$ cat src/rtl/rf_alu_ctrl_if.sv
// Instruction handshake and register-file port bundle
// between the ALU controller and its environment.
interface rf_alu_ctrl_if #(
  parameter int ADDR_WIDTH = 5,
  parameter int DATA_WIDTH = 32
);
  logic                  instr_valid_i;
  logic                  instr_ready_o;
  logic [2:0]            op_i;
  logic [ADDR_WIDTH-1:0] rs1_i;
  logic [ADDR_WIDTH-1:0] rs2_i;
  logic [ADDR_WIDTH-1:0] rd_i;
  logic [ADDR_WIDTH-1:0] raddr_a_o;
  logic [ADDR_WIDTH-1:0] raddr_b_o;
  logic [DATA_WIDTH-1:0] rdata_a_i;
  logic [DATA_WIDTH-1:0] rdata_b_i;
  logic [ADDR_WIDTH-1:0] waddr_c_o;
  logic [DATA_WIDTH-1:0] wdata_c_o;
  logic                  we_c_o;
  logic                  done_o;
  logic [DATA_WIDTH-1:0] result_o;
  logic                  zero_o;

  modport master (
    input  instr_valid_i, op_i, rs1_i, rs2_i, rd_i,
    input  rdata_a_i, rdata_b_i,
    output instr_ready_o, raddr_a_o, raddr_b_o,
    output waddr_c_o, wdata_c_o, we_c_o,
    output done_o, result_o, zero_o
  );

  modport slave (
    output instr_valid_i, op_i, rs1_i, rs2_i, rd_i,
    output rdata_a_i, rdata_b_i,
    input  instr_ready_o, raddr_a_o, raddr_b_o,
    input  waddr_c_o, wdata_c_o, we_c_o,
    input  done_o, result_o, zero_o
  );
endinterface

$ cat src/rtl/rf_alu_ctrl.sv
// Four-phase controller: read two registers, run the ALU,
// write the result back, one instruction every 4 cycles.
module rf_alu_ctrl #(
  parameter int ADDR_WIDTH = 5,
  parameter int DATA_WIDTH = 32,
  parameter int ZERO_REG   = 1
) (
  input  logic            clk,
  input  logic            rst,
  rf_alu_ctrl_if.master   bus
);

  localparam int SHW = $clog2(DATA_WIDTH);

  typedef enum logic [1:0] {
    S_IDLE,
    S_READ,
    S_EXEC,
    S_WRITE
  } state_t;

  state_t                r_state;
  state_t                w_next;
  logic [2:0]            r_op;
  logic [ADDR_WIDTH-1:0] r_rs1;
  logic [ADDR_WIDTH-1:0] r_rs2;
  logic [ADDR_WIDTH-1:0] r_rd;
  logic [DATA_WIDTH-1:0] r_opa;
  logic [DATA_WIDTH-1:0] r_opb;
  logic [DATA_WIDTH-1:0] r_res;
  logic [DATA_WIDTH-1:0] r_result;
  logic                  r_zero;
  logic [DATA_WIDTH-1:0] w_alu;
  logic [SHW-1:0]        w_shamt;
  logic                  w_lt;

  always_ff @(posedge clk) begin
    if (rst) r_state <= S_IDLE;
    else     r_state <= w_next;
  end

  always_ff @(posedge clk) begin
    if (rst) begin
      r_op     <= '0;
      r_rs1    <= '0;
      r_rs2    <= '0;
      r_rd     <= '0;
      r_opa    <= '0;
      r_opb    <= '0;
      r_res    <= '0;
      r_result <= '0;
      r_zero   <= 1'b1;
    end else begin
      unique case (r_state)
        S_IDLE: begin
          if (bus.instr_valid_i) begin
            r_op  <= bus.op_i;
            r_rs1 <= bus.rs1_i;
            r_rs2 <= bus.rs2_i;
            r_rd  <= bus.rd_i;
          end
        end
        S_READ: begin
          r_opa <= bus.rdata_a_i;
          r_opb <= bus.rdata_b_i;
        end
        S_EXEC: r_res <= w_alu;
        S_WRITE: begin
          r_result <= r_res;
          r_zero   <= (r_res == '0);
        end
      endcase
    end
  end

  assign w_shamt = r_opb[SHW-1:0];
  assign w_lt    = $signed(r_opa) < $signed(r_opb);

  always_comb begin
    w_alu = '0;
    unique case (r_op)
      3'd0: w_alu = r_opa + r_opb;
      3'd1: w_alu = r_opa - r_opb;
      3'd2: w_alu = r_opa & r_opb;
      3'd3: w_alu = r_opa | r_opb;
      3'd4: w_alu = r_opa ^ r_opb;
      3'd5: w_alu = r_opa << w_shamt;
      3'd6: w_alu = r_opa >> w_shamt;
      3'd7: w_alu = {{(DATA_WIDTH-1){1'b0}}, w_lt};
    endcase
  end

  always_comb begin
    w_next            = r_state;
    bus.instr_ready_o = 1'b0;
    bus.raddr_a_o     = '0;
    bus.raddr_b_o     = '0;
    bus.we_c_o        = 1'b0;
    bus.waddr_c_o     = '0;
    bus.wdata_c_o     = '0;
    bus.done_o        = 1'b0;
    unique case (r_state)
      S_IDLE: begin
        bus.instr_ready_o = 1'b1;
        if (bus.instr_valid_i) w_next = S_READ;
      end
      S_READ: begin
        bus.raddr_a_o = r_rs1;
        bus.raddr_b_o = r_rs2;
        w_next        = S_EXEC;
      end
      S_EXEC: w_next = S_WRITE;
      S_WRITE: begin
        // r0 stays hardwired when ZERO_REG is set, but the op still retires
        bus.we_c_o    = (ZERO_REG == 0) || (r_rd != '0);
        bus.waddr_c_o = r_rd;
        bus.wdata_c_o = r_res;
        bus.done_o    = 1'b1;
        w_next        = S_IDLE;
      end
    endcase
  end

  assign bus.result_o = r_result;
  assign bus.zero_o   = r_zero;

endmodule

$ cat src/flat_wrapper.sv
// flat-port wrapper written by rule: the top's interface ports become plain ports
module rf_alu_ctrl_flat 
#(
  parameter int ADDR_WIDTH = 5,
  parameter int DATA_WIDTH = 32,
  parameter int ZERO_REG   = 1
)
  (clk, rst, bus_instr_valid_i, bus_op_i, bus_rs1_i, bus_rs2_i, bus_rd_i, bus_rdata_a_i, bus_rdata_b_i, bus_instr_ready_o, bus_raddr_a_o, bus_raddr_b_o, bus_waddr_c_o, bus_wdata_c_o, bus_we_c_o, bus_done_o, bus_result_o, bus_zero_o);
  rf_alu_ctrl_if #(.ADDR_WIDTH(ADDR_WIDTH), .DATA_WIDTH(DATA_WIDTH)) bus_i ();
  input  logic clk;
  input  logic rst;
  input wire logic [$bits(bus_i.instr_valid_i)-1:0] bus_instr_valid_i;
  input wire logic [$bits(bus_i.op_i)-1:0] bus_op_i;
  input wire logic [$bits(bus_i.rs1_i)-1:0] bus_rs1_i;
  input wire logic [$bits(bus_i.rs2_i)-1:0] bus_rs2_i;
  input wire logic [$bits(bus_i.rd_i)-1:0] bus_rd_i;
  input wire logic [$bits(bus_i.rdata_a_i)-1:0] bus_rdata_a_i;
  input wire logic [$bits(bus_i.rdata_b_i)-1:0] bus_rdata_b_i;
  output wire logic [$bits(bus_i.instr_ready_o)-1:0] bus_instr_ready_o;
  output wire logic [$bits(bus_i.raddr_a_o)-1:0] bus_raddr_a_o;
  output wire logic [$bits(bus_i.raddr_b_o)-1:0] bus_raddr_b_o;
  output wire logic [$bits(bus_i.waddr_c_o)-1:0] bus_waddr_c_o;
  output wire logic [$bits(bus_i.wdata_c_o)-1:0] bus_wdata_c_o;
  output wire logic [$bits(bus_i.we_c_o)-1:0] bus_we_c_o;
  output wire logic [$bits(bus_i.done_o)-1:0] bus_done_o;
  output wire logic [$bits(bus_i.result_o)-1:0] bus_result_o;
  output wire logic [$bits(bus_i.zero_o)-1:0] bus_zero_o;
  assign bus_i.instr_valid_i = bus_instr_valid_i;
  assign bus_i.op_i = bus_op_i;
  assign bus_i.rs1_i = bus_rs1_i;
  assign bus_i.rs2_i = bus_rs2_i;
  assign bus_i.rd_i = bus_rd_i;
  assign bus_i.rdata_a_i = bus_rdata_a_i;
  assign bus_i.rdata_b_i = bus_rdata_b_i;
  assign bus_instr_ready_o = bus_i.instr_ready_o;
  assign bus_raddr_a_o = bus_i.raddr_a_o;
  assign bus_raddr_b_o = bus_i.raddr_b_o;
  assign bus_waddr_c_o = bus_i.waddr_c_o;
  assign bus_wdata_c_o = bus_i.wdata_c_o;
  assign bus_we_c_o = bus_i.we_c_o;
  assign bus_done_o = bus_i.done_o;
  assign bus_result_o = bus_i.result_o;
  assign bus_zero_o = bus_i.zero_o;
  rf_alu_ctrl #(.ADDR_WIDTH(ADDR_WIDTH), .DATA_WIDTH(DATA_WIDTH), .ZERO_REG(ZERO_REG)) u_core (.clk(clk), .rst(rst), .bus(bus_i));
endmodule
$ cat config.mk
export PLATFORM = sky130hd
export DESIGN_NAME = rf_alu_ctrl_flat
export DESIGN_NICKNAME = d
export VERILOG_FILES = /design/src/rtl/rf_alu_ctrl_if.sv /design/src/rtl/rf_alu_ctrl.sv /design/src/flat_wrapper.sv
export SDC_FILE = /design/constraint.sdc
export NUM_CORES = 1
export LEC_CHECK = 0
export ABC_AREA = 1
export ABC_CLOCK_PERIOD_IN_PS = 5500
export BUFFER_PORTS_ARGS = -buffer_cell sky130_fd_sc_hd__buf_2
export CORE_MARGIN = 2
export CORE_UTILIZATION = 39
export DETAILED_ROUTE_END_ITERATION = 16
export GPL_TIMING_DRIVEN = 0
export SLEW_MARGIN = 20
export SYNTH_ARGS = -nofsm -noshare
export SYNTH_HDL_FRONTEND = slang
export SYNTH_SLANG_ARGS = --single-unit
$ cat constraint.sdc
create_clock -name clk -period 5.5 [get_ports clk]
set_input_delay 0.55 -clock clk [delete_from_list [all_inputs] [get_ports clk]]
set_output_delay 0.55 -clock clk [all_outputs]
set_load 0.01 [all_outputs]
==> impl_metrics.env, run 1 <==
export IMPL_cp_num_buf_inv=5
export IMPL_grt_overflow_total=0
export IMPL_clkTransAtPathRegs_ns=0.07
export IMPL_rsz0062_at_grt="false"
export IMPL_critPathCaptureType="flop"
export IMPL_syn_area_per_cell_um2=5.66
export IMPL_ys_seq_area_share_pct=20.2
export IMPL_cts_resized=0
export IMPL_ys_warn_count=0
export IMPL_grt_pass1_vias=17600
export IMPL_synth_cells=2604
export IMPL_status="complete, no violations"
export IMPL_avgViaCountPerCell=5.74
export IMPL_synth_common_cells="685 x nand2_1, 356 x nand3_1, 344 x inv_1, 238 x nor2_1, 195 x a21oi_1"
export IMPL_die_h_um=198
export IMPL_crit_top_cell="nand2_1"
export IMPL_slew_violations=0
export IMPL_cts_tree="yes"
export IMPL_combinationalPowerShare_pct=74.5
export IMPL_tns_ns=0
export IMPL_required_ns=5.85
export IMPL_setup_violations=0
export IMPL_clkPwrFrac_pct=9.7
export IMPL_crit_path_top_delay_cell="ha_1"
export IMPL_core_area_um2=37400
export IMPL_finalCritPeriodShare_pct=76.0
export IMPL_power_leakage_uw=0.00865
export IMPL_die_x_um=198
export IMPL_grt_antenna_before_repair=1
export IMPL_antenna_left=0
export IMPL_cts_buffers_inserted=17
export IMPL_placed_area_um2=16200
export IMPL_io_pins=168
export IMPL_wl_per_cell_um=24.1
export IMPL_crit_type="flop to flop"
export IMPL_start_kind="flop"
export IMPL_syn2layout_area_growth_pct=13.7
export IMPL_grt_max_degree=17
export IMPL_critPathMaxFanout=11
export IMPL_grt_usage_pct=40.1
export IMPL_ctsHoldBuffers=0
export IMPL_cts_root_buf="clkbuf_16"
export IMPL_ir_drop_v=0.000290
export IMPL_drive_above_1_share_pct=9.89
export IMPL_p_total_uw=11500
export IMPL_synth_top_area_cell="dfxtp_1"
export IMPL_synth_edf_count=0
export IMPL_drc=0
export IMPL_numClockSinks=149
export IMPL_synth_top_area_share_pct=20.2
export IMPL_start_util_pct=39.4
export IMPL_synthArstFlopShare_pct=0
export IMPL_postLayoutCellArea_um2=16800
export IMPL_die_area_um2=39400
export IMPL_ys_ff_latch=149
export IMPL_cts_setup_buffers=0
export IMPL_slowest_delay_ns=0.54
export IMPL_period_minus_slack_ns=4.18
export IMPL_synth_area_top_cells="dfxtp_1 20%, nand2_1 17%, nand3_1 12%"
export IMPL_timing_slew_headroom_pct=24.1
export IMPL_hold_path_class="input port to flop"
export IMPL_wl_um=79800
export IMPL_seq_power_share_pct=15.8
export IMPL_fin_util_pct=44.8
export IMPL_cts_max_level=4
export IMPL_num_nets_final=2978
export IMPL_drtIter0Drc=2146
export IMPL_cp_top_family="simple AND/OR/NAND/NOR gates"
export IMPL_fmaxAchievable_mhz=239
export IMPL_power_share_switching_pct=62.6
export IMPL_p_sw_uw=7220
export IMPL_grt_pass1_wl_um=113000
export IMPL_synth_top_flop_cell="dfxtp_1"
export IMPL_io_buffers=167
export IMPL_clock_path_buffers=2
export IMPL_synth_most_common_cell="nand2_1"
export IMPL_tightest_slew_ns=1.14
export IMPL_clkLatencyLatePin_ns=0.47
export IMPL_num_rows=71
export IMPL_cp_cell_sequence="buf_2, clkinv_1, buf_2, buf_1, ha_1, buf_2, nand3_1, nand3_1, nand2_1, nand2_1, nand2_1, nand2_1, nand2_1, nand2_1, nand2_1, nand3_1, nand2_1, nor2_1, nor2_1"
export IMPL_dp_hpwl_um=66200
export IMPL_gp_congestion=1.12
export IMPL_maxCapViolCount=0
export IMPL_hold_viol=0
export IMPL_ys_types=44
export IMPL_p_per_area_nw_per_um2=688
export IMPL_firstDrtPassIters=6
export IMPL_skew_ns=0.0189
export IMPL_cp_arrival_ns=4.52
export IMPL_netlist_area_um2=14700
export IMPL_vias=19000
export IMPL_synth_nets=2792
export IMPL_intPower_uw=4310
==> logic make-up (layout without fill, tap and decap cells) <==
group | after synthesis | count (layout) | share of synthesized area (%)
compound gates | 481 | 481 | 17.7
xor+xnor | 5 | 5 | 0.297
fa+ha+maj | 103 | 103 | 8.85
buf+inv | 492 | 690 | 13.5
flops | 149 | 149 | 20.2
other cells | 0 | 1 | 0
simple gates | 1374 | 1374 | 39.5
==> metal layers <==
metal / vias up / global-route usage, % / routed length [µm]
met5: - / 0 / 0
met4: 0 / 24.8 / 5730
met3: 246 / 7.53 / 6760
met2: 1050 / 66.3 / 36000
met1: 8889 / 48.1 / 31300
li1: 8831 / - / -
==> cells in the final DEF, fill, tap and decap left out, drive strengths merged, types with 9 or more instances in the layout <==
cell	instances
a21oi	196
a31oi	9
and2	10
buf	242
clkbuf	83
dfxtp	149
ha	101
inv	353
nand2	687
nand3	356
nand4	29
nor2	240
nor3	31
o211ai	22
o21ai	205
o21bai	11
o22ai	16
==> area by class of cell <==
cell class	instances	area, µm²
multi-input cells	1963	9760
clock buffers	19	433
repair buffers	167	836
well taps	511	639
fillers	4214	20600
flip-flops and latches	149	2980
plain buffers	139	658
clock inverters	12	108
diodes	1	2.50
inverters	353	1330
==> power groups by stage <==
stage | logic, µW | clock network (µW) | registers, µW
3_5_place_dp | 8220 | 0 | 1810
4_1_cts | 8260 | 1120 | 1790
2_1_floorplan | 5320 | 0 | 1660
3_3_place_gp | 8240 | 0 | 1800
5_1_grt | 9260 | 1160 | 1840
6_report | 8590 | 1120 | 1820
==> path summary, 6_finish.rpt <==
path / depth (start not counted) / endpoint / slack [ns] / start
setup / recovery: 19 / u_core.r_res[30]$_SDFFE_PP0P_ / 1.32 / u_core.r_opb[3]$_SDFFE_PP0N_
hold / removal: 3 / u_core.r_rd[4]$_SDFFE_PP0P_ / 0.35 / bus_rd_i[4]
setup reg to reg: 19 / u_core.r_res[30]$_SDFFE_PP0P_ / 1.32 / u_core.r_opb[3]$_SDFFE_PP0N_
hold reg to reg: 2 / u_core.bus.result_o[28]$_SDFFE_PP0P_ / 0.46 / u_core.bus.result_o[28]$_SDFFE_PP0P_
==> worst min-delay path: stages <==
cell	delay, ns
buf_2	0.07
o21ai_0	0.07
nor2_1	0.08
==> state kept, by name (all words and copies together) (netlist names) <==
signal               flops
u_core.r_state           2
u_core.r_res            32
u_core.r_rs2             5
u_core.r_rs1             5
u_core.r_opb            32
u_core.r_op              3
u_core.bus.result_o     32
u_core.r_rd              5
u_core.r_opa            32
u_core.bus.zero_o        1
==> through the flow <==
stage / instances / worst slack [ns] / hold slack [ns]
global placement: 3282 / 1.57 / 0.444
global route: 3313 / 1.28 / 0.357
finish: 3314 / 1.32 / 0.348
CTS: 3313 / 1.58 / 0.345
detailed placement: 3282 / 1.59 / 0.450
floorplan: 2604 / 2.99 / 0.455
(Power assumes the default switching activity.)
==> run 2, diff against run 1 <==
--- a/config.mk
+++ b/config.mk
@@ -5,8 +5,8 @@
 export SDC_FILE = /design/constraint.sdc
 export NUM_CORES = 1
 export LEC_CHECK = 0
-export ABC_AREA = 1
-export ABC_CLOCK_PERIOD_IN_PS = 5500
+export ABC_AREA = 0
+export ABC_CLOCK_PERIOD_IN_PS = 3700
 export BUFFER_PORTS_ARGS = -buffer_cell sky130_fd_sc_hd__buf_2
 export CORE_MARGIN = 2
 export CORE_UTILIZATION = 39
==> constraint.sdc (replaced) <==
create_clock -name clk -period 3.7 [get_ports clk]
set_input_delay 0.37 -clock clk [delete_from_list [all_inputs] [get_ports clk]]
set_output_delay 0.37 -clock clk [all_outputs]
set_load 0.01 [all_outputs]
==> run 2 against run 1 <==
The run now ends with negative setup slack left; flip-flop and latch count did not move; clock power is 63% higher; maximum frequency rose by 11%; die area decreased by 6.7%; combinational power shrank 2%; register-to-register slack worse by 1.4 ns; critical endpoint is now u_core.r_res[14]$_SDFFE_PP0P_.
==> impl_metrics.env, run 2 <==
export IMPL_synthArstFlopShare_pct=0
export IMPL_syn_area_per_cell_um2=7.64
export IMPL_intPower_uw=5850
export IMPL_synth_edf_count=0
export IMPL_grt_pass1_wl_um=96700
export IMPL_final_common_cell="nor2_1"
export IMPL_critPathMaxFanout=15
export IMPL_seq_power_share_pct=20.0
export IMPL_vias=15400
export IMPL_die_x_um=192
export IMPL_hp_start="bus_rdata_a_i[0]"
export IMPL_clkLatencyLatePin_ns=0.47
export IMPL_gp_congestion=1.04
export IMPL_num_nets_final=2174
export IMPL_grt_usage_pct=36.1
export IMPL_dp_hpwl_um=53300
export IMPL_critPathCaptureType="flop"
export IMPL_setup_violations=1
export IMPL_violations="negative setup slack"
export IMPL_synth_top_area_cell="dfxtp_1"
export IMPL_setup_slack_ns=-0.0598
export IMPL_synth_common_cells="279 x nor2_1, 154 x a21oi_1, 149 x dfxtp_1, 131 x nand2_1, 107 x inv_1"
export IMPL_timing_rr_start="u_core.r_opb[0]$_SDFFE_PP0N_"
export IMPL_holdPathStages=3
export IMPL_tightest_slew_ns=1.11
export IMPL_synth_nets=1984
export IMPL_cp_arrival_ns=4.08
export IMPL_clkPwrFrac_pct=14.3
export IMPL_ir_drop_v=0.000409
export IMPL_fmaxAchievable_mhz=266
export IMPL_finalCritPeriodShare_pct=102
export IMPL_required_ns=4.02
export IMPL_num_rows=68
export IMPL_grt_pass1_vias=14500
export IMPL_numClockSinks=149
export IMPL_tns_ns=-0.0598
export IMPL_avgViaCountPerCell=6.28
export IMPL_crit_top_cell="a21oi_1"
export IMPL_ctsHoldBuffers=0
export IMPL_io_pins=168
export IMPL_synth_cells=1796
export IMPL_hold_path_class="input port to flop"
export IMPL_die_area_um2=36700
export IMPL_ys_warn_count=0
export IMPL_cts_max_level=4
export IMPL_synth_area_top_cells="dfxtp_1 22%, ha_1 9.2%, mux2i_1 7.7%"
export IMPL_final_cell_mix="278 x nor2_1, 178 x buf_2, 150 x a21oi_1"
export IMPL_reg2reg_depth=11
export IMPL_cts_buffers_inserted=17
export IMPL_fin_util_pct=46.5
export IMPL_cts_root_buf="clkbuf_16"
export IMPL_wl_um=66800
export IMPL_slowest_delay_ns=0.48
export IMPL_antenna_left=0
export IMPL_firstDrtPassIters=6
export IMPL_power_leakage_uw=0.00637
export IMPL_netlist_area_um2=13700
export IMPL_wl_per_cell_um=27.2
export IMPL_p_sw_uw=6950
export IMPL_drive_above_1_share_pct=17.4
export IMPL_period_minus_slack_ns=3.76
export IMPL_ys_seq_area_share_pct=21.7
export IMPL_syn2layout_area_growth_pct=17.3
export IMPL_slew_violations=0
export IMPL_synth_top_area_share_pct=21.7
export IMPL_maxCapViolCount=0
export IMPL_start_util_pct=39.6
export IMPL_crit_type="flop to flop"
export IMPL_timing_slew_headroom_pct=25.1
export IMPL_rsz0062_at_grt="true"
export IMPL_synth_most_common_cell="nor2_1"
export IMPL_combinationalPowerShare_pct=65.8
export IMPL_r2r_end="u_core.r_res[14]$_SDFFE_PP0P_"
export IMPL_grt_antenna_before_repair=3
export IMPL_drc=0
export IMPL_clkTransAtPathRegs_ns=0.08
export IMPL_crit_path_top_delay_cell="ha_1"
export IMPL_die_h_um=192
export IMPL_cp_cell_sequence="buf_2, inv_1, ha_1, mux2i_2, a21oi_1, nor2_1, a21oi_1, o2bb2ai_1, nor3_1, o2111a_1, a311oi_1"
export IMPL_cts_tree="yes"
export IMPL_synth_top_flop_cell="dfxtp_1"
export IMPL_grt_max_degree=17
export IMPL_ys_types=75
export IMPL_skew_ns=0.0160
export IMPL_p_per_area_nw_per_um2=795
export IMPL_rrSetupSlack_ns=-0.06
export IMPL_ys_ff_latch=149
export IMPL_hold_viol=0
export IMPL_status="finished with violations"
export IMPL_drtIter0Drc=1717
export IMPL_grt_overflow_total=0
export IMPL_start_kind="flop"
export IMPL_whs_ns=0.131
export IMPL_clock_path_buffers=2
export IMPL_core_area_um2=34600
export IMPL_power_share_switching_pct=54.3
export IMPL_io_buffers=166
export IMPL_min_to="u_core.r_opa[0]$_SDFFE_PP0N_"
## run 2: cell count changes after synthesis, sizes merged, moves of 41 or more
| cell | previous run | this run |
|---|---|---|
| o21ai | 205 | 95 |
| mux4 | 0 | 46 |
| and2 | 10 | 51 |
| nand3 | 356 | 18 |
| mux2i | 0 | 106 |
| nand2 | 687 | 131 |
| inv | 352 | 110 |
## run 2: how the worst max path moves through the flow
stage                                   from                       endpoint  cells past startpoint
3_5_place_dp    u_core.r_opb[2]$_SDFFE_PP0N_  u_core.r_res[27]$_SDFFE_PP0P_                     15
3_3_place_gp    u_core.r_opb[2]$_SDFFE_PP0N_  u_core.r_res[27]$_SDFFE_PP0P_                     15
4_1_cts        u_core.r_opa[21]$_SDFFE_PP0N_  u_core.r_res[26]$_SDFFE_PP0P_                     11
6_report        u_core.r_opb[0]$_SDFFE_PP0N_  u_core.r_res[14]$_SDFFE_PP0P_                     11
2_1_floorplan   u_core.r_opb[2]$_SDFFE_PP0N_  u_core.r_res[26]$_SDFFE_PP0P_                     15
5_1_grt         u_core.r_opb[0]$_SDFFE_PP0N_  u_core.r_res[14]$_SDFFE_PP0P_                     11
## run 2: per-stage QoR
step | power (µW) | cells | cell area, µm² | setup WS [ns]
floorplan | 7440 | 1796 | 13700 | 0.101
global placement | 10300 | 2417 | 15100 | -1.46
detailed placement | 10300 | 2418 | 15100 | -1.37
finish | 12800 | 2455 | 16100 | -0.0598
global route | 13400 | 2454 | 16100 | -0.0924
CTS | 12300 | 2454 | 15900 | 0.0169
## run 2: metal layers
metal	part of all wire (%)	track usage [%]
met5	0.043	0
met4	4.9	17.4
met3	9.1	5.97
met2	44	56.0
met1	42	48.7
## run 2: power groups by stage
stage / registers, µW / logic [µW] / clock network, µW
finish: 2560 / 8420 / 1830
global route: 2590 / 8880 / 1910
CTS: 2520 / 7970 / 1850
detailed placement: 2550 / 7720 / 0
global placement: 2530 / 7720 / 0
floorplan: 2290 / 5150 / 0
## run 2: final cells by class
class / count / area [µm²]
antenna: 1 / 2.50
buffer: 125 / 581
clock buffer: 18 / 429
clock inverter: 14 / 163
fill: 3574 / 18500
inverter: 113 / 439
multi-input combinational: 1403 / 10000
sequential: 149 / 3000
tap: 455 / 569
timing repair buffer: 177 / 913
## run 2: timing repair
| item | 4_1_cts | 5_1_grt |
|---|---|---|
| pin swaps | 5 | 10 |
| resized for setup | 51 | 35 |
| cloned | 0 | 0 |
| setup endpoints to repair | 30 | 19 |
| setup buffers | 6 | 4 |
## run 2: kinds of logic (layout without fill, tap and decap cells)
group,after synthesis,in the layout,synth area share [%]
mux,159,159,15.9
xor+xnor,25,25,1.60
flops,149,149,21.7
other cells,0,1,0
simple gates,612,612,20.2
compound gates,504,504,24.2
fa+ha+maj,103,103,9.50
buf+inv,244,447,6.93
## run 2: worst max-delay path, delay by kind of cell (launching register included)
kind	cells	cell delay [ns]
AOI/OAI and AO/OA	5	0.98
muxes	1	0.44
adders and majority gates	1	0.48
DFF	1	0.37
and+or+nand+nor	2	0.61
buffers and inverters	2	0.73
